## config.mk

```make
export PLATFORM = sky130hd
export DESIGN_NAME = digit_serial_adder
export DESIGN_NICKNAME = d
export VERILOG_FILES = /design/src/rtl/adder_pkg.sv /design/src/rtl/digit_add_slice.sv /design/src/rtl/digit_serial_adder.sv
export SDC_FILE = /design/constraint.sdc
export NUM_CORES = 1
export LEC_CHECK = 0
export ABC_AREA = 1
export CAP_MARGIN = 0
export CORE_MARGIN = 1.5
export CORE_UTILIZATION = 30
export CTS_CLUSTER_SIZE = 25
export DETAILED_ROUTE_END_ITERATION = 16
export PLACE_DENSITY = 0.52
export SKIP_LAST_GASP = 1
export SYNTH_ARGS = -nofsm -noshare
export SYNTH_HDL_FRONTEND = slang
export SYNTH_SLANG_ARGS = --single-unit
```

## constraint.sdc

```tcl
create_clock -name clk -period 4.78 [get_ports clk]
set_clock_uncertainty 0.2 [all_clocks]
set_input_delay 0.956 -clock clk [delete_from_list [all_inputs] [get_ports clk]]
set_output_delay 0.956 -clock clk [all_outputs]
set_load 0.05 [all_outputs]
```

## src/rtl/adder_pkg.sv

```systemverilog
// Shared definitions for the serial arithmetic blocks: FSM state encoding
// and a helper that sizes digit counters.
package adder_pkg;

  typedef enum logic [1:0] {
    ST_IDLE = 2'd0,
    ST_RUN  = 2'd1,
    ST_DONE = 2'd2
  } adder_state_e;

  // A counter over ndig digits needs at least one bit, even when ndig == 1.
  function automatic int unsigned ctr_width(input int unsigned ndig);
    return (ndig > 1) ? $clog2(ndig) : 1;
  endfunction

endpackage

```

## src/rtl/digit_add_slice.sv

```systemverilog
// Combinational DIGIT-bit ripple adder. Also exposes the carry into the top
// bit so the caller can form signed overflow on the most significant digit.
module digit_add_slice #(
  parameter int unsigned DIGIT = 4
) (
  input  logic [DIGIT-1:0] a_i,
  input  logic [DIGIT-1:0] b_i,
  input  logic             c_i,
  output logic [DIGIT-1:0] sum_o,
  output logic             c_o,
  output logic             c_msb_o
);

  logic [DIGIT:0] carry;

  // Bit-by-bit ripple through the digit.
  always_comb begin
    carry    = '0;
    sum_o    = '0;
    carry[0] = c_i;
    for (int i = 0; i < DIGIT; i++) begin
      sum_o[i]   = a_i[i] ^ b_i[i] ^ carry[i];
      carry[i+1] = (a_i[i] & b_i[i]) | (carry[i] & (a_i[i] ^ b_i[i]));
    end
  end

  assign c_o     = carry[DIGIT];
  assign c_msb_o = carry[DIGIT-1];

endmodule

```

## src/rtl/digit_serial_adder.sv

```systemverilog
// Digit-serial adder/subtractor: adds DIGIT bits per clock over WIDTH/DIGIT
// cycles, then presents sum, carry-out and signed overflow with a done pulse.
//
// state   | meaning
// --------+-------------------------------------------------------------
// ST_IDLE | waiting; ready=1, start captures operands
// ST_RUN  | one digit added per cycle, low digit first
// ST_DONE | result just loaded; done=1, start may chain the next add
module digit_serial_adder
  import adder_pkg::*;
#(
  parameter int unsigned WIDTH = 16,
  parameter int unsigned DIGIT = 4
) (
  input  logic             clk,
  input  logic             rst_n,
  input  logic             start,
  input  logic [WIDTH-1:0] a,
  input  logic [WIDTH-1:0] b,
  input  logic             cin,
  input  logic             sub,
  output logic             ready,
  output logic             busy,
  output logic             done,
  output logic [WIDTH-1:0] sum,
  output logic             cout,
  output logic             ovf
);

  localparam int unsigned NDIG = WIDTH / DIGIT;
  localparam int unsigned CW   = ctr_width(NDIG);
  localparam logic [CW-1:0] K_LAST = CW'(NDIG - 1);

  adder_state_e     state_q, state_d;
  logic [WIDTH-1:0] a_q, a_d;
  logic [WIDTH-1:0] b_q, b_d;
  logic             c_q, c_d;
  logic [CW-1:0]    k_q, k_d;
  logic [WIDTH-1:0] acc_q, acc_d;
  logic [WIDTH-1:0] sum_q, sum_d;
  logic             cout_q, cout_d;
  logic             ovf_q, ovf_d;
  logic             ready_q, ready_d;
  logic             busy_q, busy_d;
  logic             done_q, done_d;

  logic [DIGIT-1:0] slice_sum;
  logic             slice_c;
  logic             slice_cmsb;
  logic [WIDTH-1:0] acc_shift;

  // Operands are shifted right each RUN cycle, so the slice always sees the
  // current digit in the low bits and no variable indexing is needed.
  digit_add_slice #(.DIGIT(DIGIT)) u_slice (
    .a_i     (a_q[DIGIT-1:0]),
    .b_i     (b_q[DIGIT-1:0]),
    .c_i     (c_q),
    .sum_o   (slice_sum),
    .c_o     (slice_c),
    .c_msb_o (slice_cmsb)
  );

  // New digit enters at the top; after NDIG shifts the result is aligned.
  if (NDIG == 1) begin : g_acc_single
    assign acc_shift = slice_sum;
  end else begin : g_acc_multi
    assign acc_shift = {slice_sum, acc_q[WIDTH-1:DIGIT]};
  end

  // Next-state and datapath decode.
  always_comb begin
    state_d = state_q;
    a_d     = a_q;
    b_d     = b_q;
    c_d     = c_q;
    k_d     = k_q;
    acc_d   = acc_q;
    sum_d   = sum_q;
    cout_d  = cout_q;
    ovf_d   = ovf_q;
    case (state_q)
      ST_IDLE, ST_DONE: begin
        if (start) begin
          a_d     = a;
          b_d     = sub ? ~b : b;
          c_d     = sub ? 1'b1 : cin;
          k_d     = '0;
          acc_d   = '0;
          state_d = ST_RUN;
        end else begin
          state_d = ST_IDLE;
        end
      end
      ST_RUN: begin
        a_d   = a_q >> DIGIT;
        b_d   = b_q >> DIGIT;
        c_d   = slice_c;
        acc_d = acc_shift;
        k_d   = k_q + 1'b1;
        if (k_q == K_LAST) begin
          k_d     = '0;
          sum_d   = acc_shift;
          cout_d  = slice_c;
          ovf_d   = slice_c ^ slice_cmsb;
          state_d = ST_DONE;
        end
      end
      default: state_d = ST_IDLE;
    endcase
    ready_d = (state_d != ST_RUN);
    busy_d  = (state_d == ST_RUN);
    done_d  = (state_d == ST_DONE);
  end

  // State, datapath and registered status outputs.
  always_ff @(posedge clk or negedge rst_n) begin
    if (!rst_n) begin
      state_q <= ST_IDLE;
      a_q     <= '0;
      b_q     <= '0;
      c_q     <= 1'b0;
      k_q     <= '0;
      acc_q   <= '0;
      sum_q   <= '0;
      cout_q  <= 1'b0;
      ovf_q   <= 1'b0;
      ready_q <= 1'b1;
      busy_q  <= 1'b0;
      done_q  <= 1'b0;
    end else begin
      state_q <= state_d;
      a_q     <= a_d;
      b_q     <= b_d;
      c_q     <= c_d;
      k_q     <= k_d;
      acc_q   <= acc_d;
      sum_q   <= sum_d;
      cout_q  <= cout_d;
      ovf_q   <= ovf_d;
      ready_q <= ready_d;
      busy_q  <= busy_d;
      done_q  <= done_d;
    end
  end

  assign ready = ready_q;
  assign busy  = busy_q;
  assign done  = done_q;
  assign sum   = sum_q;
  assign cout  = cout_q;
  assign ovf   = ovf_q;

endmodule
```

==> key figures <==
Pwr
  – Total Power: 2.942 mW
  – Power density cells: 696.6 nW/um^2
  – Leak: 2.198 nW
  – Max VDD drop: 0.3343 mV

Clock network
  – TritonCTS clock tree: yes
  – Post-cts hold buffer count: 0
  – Clk root buf: clkbuf_8
  – Clk sinks: 70
  – Clock buffer depth: 2
  – Setup Buffers After CTS: 0
  – TritonCTS Buffers: 9
  – H-Tree Depth: 3
  – Worst skew pair latency: 350 ps
  – Post-CTS Resized: 0
  – CTS clk-pin slew, worst paths: 70 ps

Yosys
  – Most used DFF post-synth: dfrtp_1
  – Syn nets: 451
  – Number of flops mapped to enable cells by yosys: 0
  – Cell variety after synth: 21
  – Seq/Total Area, Yosys: 52.63%
  – Largest family of logic cells by synthesized area: simple AND/OR/NAND/NOR gates
  – Netlist Area Pre-Place: 3331 sq um
  – Area leader, netlist: dfrtp_1
  – Top cells by area, synth: dfrtp_1, nand2_1, nand3_1
  – Synth Area in Adders: 2.780%
  – Mux contribution to synthesized area: 0%
  – Fraction of registers with async set/reset: 100.0%
  – Simple-Gate Fraction of Synth Area: 34.82%
  – Post-synthesis xor/xnor area fraction: 0.7889%
  – Syn Inst Count: 409
  – Synth top cells by count: nand2_1, dfrtp_1, nand3_1
  – Share of the synthesized area in the top cell type: 51.84%
  – Most common cell in the netlist: nand2_1
  – Yosys Warn Count: 0
  – Syn Area/Cell: 8.144 sq um
  – Yosys reg bits: 70
  – Synth Area in Compound Gates: 0.6011%

Timing
  – Fin worst setup slack: 1951 ps
  – Max Slew Vio Count: 0
  – Setup Viol. Count Final: 0
  – Fmax: 0.3534 GHz
  – RSZ-0062 raised after global routing: no
  – Slew margin rel.: 28.63%
  – Hold Vio Cnt, Final: 0
  – Worst Tran Pin Value: 1070 ps
  – Post-Route Setup TNS: 0 ps
  – Crit path time final: 2830 ps
  – Fin crit share: 59.19%
  – Hold WS: 274.4 ps

Die
  – Die area: 11,740 sq um
  – Core footprint: 10,840 sq um
  – Initial Util: 30.72%
  – Die Ht: 108.4 microns
  – Row cnt: 38
  – # IOs: 58
  – Die X: 108.4 microns

Setup path
  – Slowest-stage cell, CP: clkdlybuf4s50_1
  – Top delay family on crit path: buffers and inverters
  – Bufs and invs on worst path: 1
  – Startpoint Class: flip-flop
  – Worst path cell trace: clkdlybuf4s50_1
  – WS Path Type: flip-flop to output port
  – Crit path DAT: 1670 ps
  – Crit path max fanout: 1
  – Max incr delay on CP: 800 ps
  – Critical Path Sink Type: output port
  – Crit path required time: 3620 ps

Global routing
  – Most Used Layer, Global Route: met2
  – Global-route wire length before repair: 12,500 microns
  – Met3 usage: 3.436%
  – GRT Total Usage: 13.81%
  – GR Overflow Total: 0
  – Pin count of the biggest net entering global routing: 48
  – Initial antenna violation count: 0
  – Vias in the first global route: 2,570
  – Met1 usage: 17.76%
  – M2 GR Usage: 22.38%

Layout
  – Post-route cell area: 4223 sq um
  – Ant diodes: 0
  – Area of the multi-input gates: 1299 sq um
  – Filler instances: 1,142
  – Sequential Area: 1753 sq um
  – Ratio of cells with drive above 1 in the final layout: 6.652%
  – Util after Layout: 38.95%
  – Non-filler cells in the finished layout: 606
  – Final layout net count: 503
  – Area growth from synthesis to layout: 26.78%

Routing
  – DR WL/cell: 12.14 microns
  – First drt pass iteration count: 5
  – Final ANT Viol Nets: 0
  – Drt drc: 0
  – DR vias: 2,693
  – Routed vias/inst: 4.444
  – Total wire length: 7359 microns
  – DRT iter0 DRCs: 97

Placed design
  – Post-DP Area: 3970 sq um
  – Final Wtd Congestion: 0.7192
  – Placed cells: 590
  – HPWL Detailed: 4781 microns
  – IO Port Bufs: 57
  – Setup Slack @ Placement: 1856 ps

Run
  – Max cap viols: 0

Run status
  – Status: finished clean

Min path
  – Hold crit path type: flip-flop to flip-flop
## worst paths after layout
kind | start | endpoint | slack (ps) | depth (start not counted)
worst max-delay path | ready | ready | 1950 | 1
worst min-delay path | a_q[9] | a_q[9] | 270 | 2
worst max register to register | a_q[0] | acc_q[15] | 2290 | 10
worst min register to register | a_q[9] | a_q[9] | 270 | 2
max in group asynchronous | rst_n | sum[11] | 2990 | 2
min in group asynchronous | rst_n | sum[5] | 600 | 1
## flip-flops by register name, summed over array words and instances (netlist names)
signal	flops
a_q	16
b_q	16
sum	16
acc_q	12
k_q	2
state_q	2
busy	1
c_q	1
cout	1
done	1
ovf	1
ready	1
## power by group
group | switching, mW | internal [mW] | total [mW]
registers | 0.176 | 0.859 | 1.04
logic | 0.862 | 0.443 | 1.31
clock network | 0.237 | 0.364 | 0.601
total | 1.27 | 1.67 | 2.94
## logic make-up after synthesis
logic type	count (synthesis)
adder cells (fa/ha/maj)	5
AND/OR/NAND/NOR	267
buffers and inverters	60
XOR/XNOR	3
AO/OA/AOI/OAI	4
flip-flops	70
## layer usage
layer / vias up / share of wire, %
li1: 1349 / -
met3: 13 / 5.2
met1: 1257 / 47
met5: - / 0
met4: 0 / 1.7
met2: 74 / 46
## cell usage in the layout (no fill, tap or decap), drive strengths merged
cell type | netlist | routed
clkbuf | 2 | 10
ha | 1 | 1
dfstp | 1 | 1
xor2 | 2 | 2
nand3 | 63 | 63
inv | 42 | 44
dfrtp | 69 | 69
bufinv | 0 | 3
o21ai | 4 | 4
clkinvlp | 0 | 1
fa | 4 | 4
clkdlybuf4s50 | 0 | 56
nand2 | 196 | 196
nor2 | 8 | 8
buf | 16 | 3
xnor2 | 1 | 1
## final cells by class
cell class	instances	share of cell area, %
Clock buffer	10	3.259
Timing Repair Buffer	59	13.75
Tap cell	140	4.148
Inverter	42	3.852
Clock inverter	6	2.726
Sequential cell	70	41.51
Multi-Input combinational cell	279	30.76
(Power assumes the default switching activity.)
==> edit 1 (same settings) <==
`WIDTH`: 16 -> 32.
--- a/src/rtl/digit_serial_adder.sv
+++ b/src/rtl/digit_serial_adder.sv
@@ -10,5 +10,5 @@
   import adder_pkg::*;
 #(
-  parameter int unsigned WIDTH = 16,
+  parameter int unsigned WIDTH = 32,
   parameter int unsigned DIGIT = 4
 ) (
Ports: changed (resized a, b and sum); port bits go from 58 to 106. No check against the original RTL was run, so the function may have changed too.
==> edit 1 against the original RTL <==
  * Cell area increased by 91%
  * First-iteration DRC count increased to 2.6 times the old value
  * Total power increased by 87%
  * Combinational power increased by 77%
  * Critical path depth increased by 6
  * Synthesized area increased by 89%
  * Sequential cell count increased by 65
  * Count of clock-buffer cells in the layout increased by 17
  * Global-route usage increased by 0.98 points
  * Routed wire length increased by 110%
  * Worst setup slack got worse by 0.23 ns
  * Critical endpoint is now acc_q[25]$_DFFE_PN0P_
  * Highest routed layer unchanged
==> edit 1: results (changes against the original RTL) <==
worst slack at placement=1.23 ns (was 1.86 ns); VDD IR max=0.275 mV (was 0.334 mV); clk slew on worst S/H paths=0.05 ns (was 0.07 ns); depth of the CTS H-tree=4 (was 3); number of setup buffers added after CTS=0 (unchanged); CP top delay family=buffers and inverters (unchanged); Synth area leaders=dfrtp_1 53%, nand2_1 23%, nand3_1 11%, inv_1 4.2%, buf_2 2.5% (was dfrtp_1 52%, nand2_1 22%, nand3_1 9.5%, inv_1 4.3%, fa_1 2.4%); count leader, synth=nand2_1 (unchanged); clk_lat worst skew=0.42 ns (was 0.35 ns); Syn Nets=887 (was 451); dpl hpwl=9630 um (was 4780 um); CP max FO=66 (was 1); total wire length=15200 um (was 7360 um); Critical Path Max Stage Delay=0.85 ns (was 0.80 ns); Placed Area=7520 sq um (was 3970 sq um); drt pass-1 iters=4 (was 5); GP Congestion=0.743 (was 0.719); clk buf depth=2 (unchanged); vias in the first global route=5028 (was 2570); Post-synth top cells=390 x nand2_1, 143 x nand3_1, 134 x dfrtp_1 (was 192 x nand2_1, 69 x dfrtp_1, 63 x nand3_1); clock buffer count from CTS=17 (was 9); Rel. slew slack=0.228 (was 0.286); Root Driver=clkbuf_16 (was clkbuf_8); Synth Flop Type=dfrtp_1 (unchanged); largest net degree at the start of global routing=97 (was 48); Total GRT Usage=0.148 (was 0.138); IO buf count=105 (was 57); fraction of registers with async set/reset=1.00 (unchanged); fraction of layout cells with a size suffix above 1=0.0482 (was 0.0665); slowest CP cell=inv_2 (was clkdlybuf4s50_1); Leak Pwr=0.00420 uW (was 0.00220 uW); initial antenna violation count=0 (unchanged); CP arrival=3.21 ns (was 1.67 ns); YS warnings=0 (unchanged); vias=5197 (was 2693); global-route wire length before repair=25600 um (was 12500 um); Final Net Count=976 (was 503); Seq/Total Area, Yosys=0.537 (was 0.526); library cells used by synthesis=21 (unchanged); status=finished, final reports clean (unchanged); post-CTS sizing=0 (unchanged); Hold Path Class=reg2reg (unchanged); DR iter-0 viols=257 (was 97); # diodes=0 (unchanged)
==> edit 1: routing by layer <==
layer  global-route usage  vias to the layer above  share of wire
met5                    0                        -              0
met4               0.0416                        0          0.011
met3               0.0398                       16          0.037
met2                0.227                       88           0.46
met1                0.205                     2412           0.49
li1                     -                     2681              -
==> edit 1: final timing paths <==
check	depth (start not counted)	to	start	slack, ns
max	7	acc_q[25]$_DFFE_PN0P_	start	1.72
min	2	a_q[13]$_DFFE_PN0P_	a_q[13]$_DFFE_PN0P_	0.27
max reg2reg	7	acc_q[25]$_DFFE_PN0P_	state_q[1]$_DFF_PN0_	2.04
min reg2reg	2	a_q[13]$_DFFE_PN0P_	a_q[13]$_DFFE_PN0P_	0.27
max in group asynchronous	2	b_q[6]$_DFFE_PN0P_	rst_n	3.10
min in group asynchronous	1	sum[6]$_DFFE_PN0P_	rst_n	0.42
==> edit 1: tightest hold or removal path, cell delays in order, from the launching register on <==
cell and delay, ns:
dfrtp_1 0.34, nand2_1 0.05, nand2_1 0.05
==> edit 1: logic make-up (layout without fill, tap and decap cells) <==
family,Yosys count,count (layout),synth area share
AO/OA/AOI/OAI,4,4,0.00318
XOR/XNOR,2,2,0.00278
adder cells (fa/ha/maj),6,6,0.0167
buffers and inverters,120,221,0.0831
flip-flops,135,135,0.537
AND/OR/NAND/NOR,545,545,0.358
==> edit 1: power by group <==
group / switching, uW / total, uW / internal (uW)
registers: 308 / 1980 / 1670
logic: 1530 / 2320 / 795
clock network: 458 / 1190 / 737
total: 2290 / 5490 / 3200
==> edit 1: metrics by stage <==
step | util | std cells
after floorplan | - | 812
after global placement | 0.368 | 1152
after detailed placement | 0.368 | 1152
after CTS | 0.394 | 1183
after global routing | 0.394 | 1183
final | 0.394 | 1183
==> edit 1: cell type report <==
cell class,count,area [sq um]
Clock inverter,4,45.0
Clock buffer,27,483
Sequential cell,135,3380
Tap cell,270,338
Inverter,74,278
Timing Repair Buffer,116,1130
Multi-Input combinational cell,557,2390
Fill cell,2192,12400
==> edit 2 (config.mk and constraints unchanged) <==
Made on the original files. Put one more register stage on the output `ovf`, without a reset. The value now appears one clock later. The other outputs are not delayed to match.
--- a/src/rtl/digit_serial_adder.sv
+++ b/src/rtl/digit_serial_adder.sv
@@ -149,5 +149,7 @@
   assign sum   = sum_q;
   assign cout  = cout_q;
-  assign ovf   = ovf_q;
+  always_ff @(posedge clk) begin
+    ovf <= ovf_q;
+  end
 
 endmodule
Function: changed (a bounded check fails within 10 cycles, from zero or initial values and one cycle with rst_n low).
==> edit 2 against the original RTL <==
  * Fmax grew 0.34%
  * Hold slack lost 0.087 ns
  * Total power shrank 3.7%
  * Worst setup slack gained 0.0097 ns
  * Combinational power is essentially flat
  * Synthesized area grew 0.60%
  * Routed wire length shrank 0.94%
  * Sequential cell count grew 1
  * Cell area shrank 1.0%
==> edit 2: results (changes against the original RTL) <==
fraction of layout cells with a size suffix above 1=0.0622 (was 0.0665); Synth Flop Type=dfrtp_1 (unchanged); DR iter-0 viols=89 (was 97); Hold Path Class=reg2reg (unchanged); CP top delay family=buffers and inverters (unchanged); reg-to-reg endpoint=sum[15]$_DFFE_PN0P_ (was acc_q[15]$_DFFE_PN0P_); GP Congestion=0.723 (was 0.719); Syn Nets=452 (was 451); status=finished, final reports clean (unchanged); total wire length=7290 um (was 7360 um); CP arrival=1.66 ns; drt pass-1 iters=4 (was 5); clk_lat worst skew=0.34 ns; Synth Area in XOR/XNOR=0.00784 (was 0.00789); reg-to-reg startpoint=a_q[0]$_DFFE_PN0P_ (unchanged); via/cell ratio=4.40 (was 4.44); IO buf count=57 (unchanged); Total GRT Usage=0.140 (was 0.138); placed instance count=590 (unchanged); Min Hold Slack=0.187 ns (was 0.274 ns); dpl hpwl=4810 um (was 4780 um); largest net degree at the start of global routing=38 (was 48); P_int=1570 uW (was 1670 uW); complex-gate fraction of the synthesized area=0.00597 (was 0.00601); Synth Area in Adders=0.0276 (was 0.0278); Clock power frac=0.168 (was 0.204); FILL cells=1169 (was 1142); global-route wire length before repair=12900 um (was 12500 um); vias in the first global route=2760 (was 2570); Seq/Total Area, Yosys=0.529 (was 0.526); VDD IR max=0.368 mV (was 0.334 mV); syn avg cell area=8.17 sq um (was 8.14 sq um); Final Net Count=503 (unchanged); hold wc startpoint=ovf_q$_DFFE_PN0P_ (was a_q[9]$_DFFE_PN0P_); R2R Setup Slk=2.30 ns; Worst Hold Path Cells=0 (was 2); library cells used by synthesis=22 (was 21); Hold EP=ovf$_DFF_P_ (was a_q[9]$_DFFE_PN0P_); r2r worst-path depth=10 (unchanged); Synth area leaders=dfrtp_1 52%, nand2_1 22%, nand3_1 9.4%, inv_1 4.3%, fa_1 2.4% (was dfrtp_1 52%, nand2_1 22%, nand3_1 9.5%, inv_1 4.3%, fa_1 2.4%); Leak Pwr=0.00218 uW (was 0.00220 uW); Rel. slew slack=0.476 (was 0.286); fraction of registers with async set/reset=0.986 (was 1.00); Placed Area=3980 sq um (was 3970 sq um)
==> edit 2: metrics by stage <==
step	power (uW)	setup slack, ns
2_1_floorplan	2040	2.48
3_3_place_gp	2370	1.90
3_5_place_dp	2390	1.81
4_1_cts	2880	1.93
5_1_grt	3090	1.92
6_report	2830	1.96
==> edit 2: power groups by stage <==
stage | logic [uW] | clock network, uW | registers, uW
after floorplan | 764 | 0 | 1270
final | 1310 | 476 | 1050
after global placement | 1310 | 0 | 1060
after CTS | 1330 | 495 | 1050
after detailed placement | 1330 | 0 | 1060
after global routing | 1480 | 522 | 1090
==> edit 2: layout make-up <==
type                            instances  area share
Sequential cell                        71       0.424
Inverter                               42      0.0389
Timing Repair Buffer                   58       0.137
Clock inverter                          5      0.0135
Clock buffer                           11      0.0338
Multi-Input combinational cell        279       0.311
Tap cell                              140      0.0419
==> edit 2: per-layer routing <==
metal  vias to the layer above  wire length [um]  global-route usage
met5                         -                 0                   0
met4                         0               120              0.0451
met3                        11               384              0.0371
met2                        69              3320               0.228
met1                      1231              3460               0.180
li1                       1354                 -                   -
==> edit 2: worst max-delay path by stage <==
stage	depth (start not counted)	slack (ns)	startpoint	endpoint
floorplan	10	2.48	a_q[0]$_DFFE_PN0P_	acc_q[15]$_DFFE_PN0P_
global placement	5	1.90	start	c_q$_DFFE_PN0P_
detailed placement	5	1.81	start	c_q$_DFFE_PN0P_
CTS	1	1.93	ready$_DFF_PN1_	ready
global route	1	1.92	ready$_DFF_PN1_	ready
finish	1	1.96	ready$_DFF_PN1_	ready
==> edit 2: cells by family (layout without fill, tap and decap cells) <==
group | count (synthesis) | in the layout
AO/OA/AOI/OAI | 4 | 4
buffers and inverters | 60 | 116
adder cells (fa/ha/maj) | 5 | 5
AND/OR/NAND/NOR | 267 | 267
XOR/XNOR | 3 | 3
flip-flops | 71 | 71
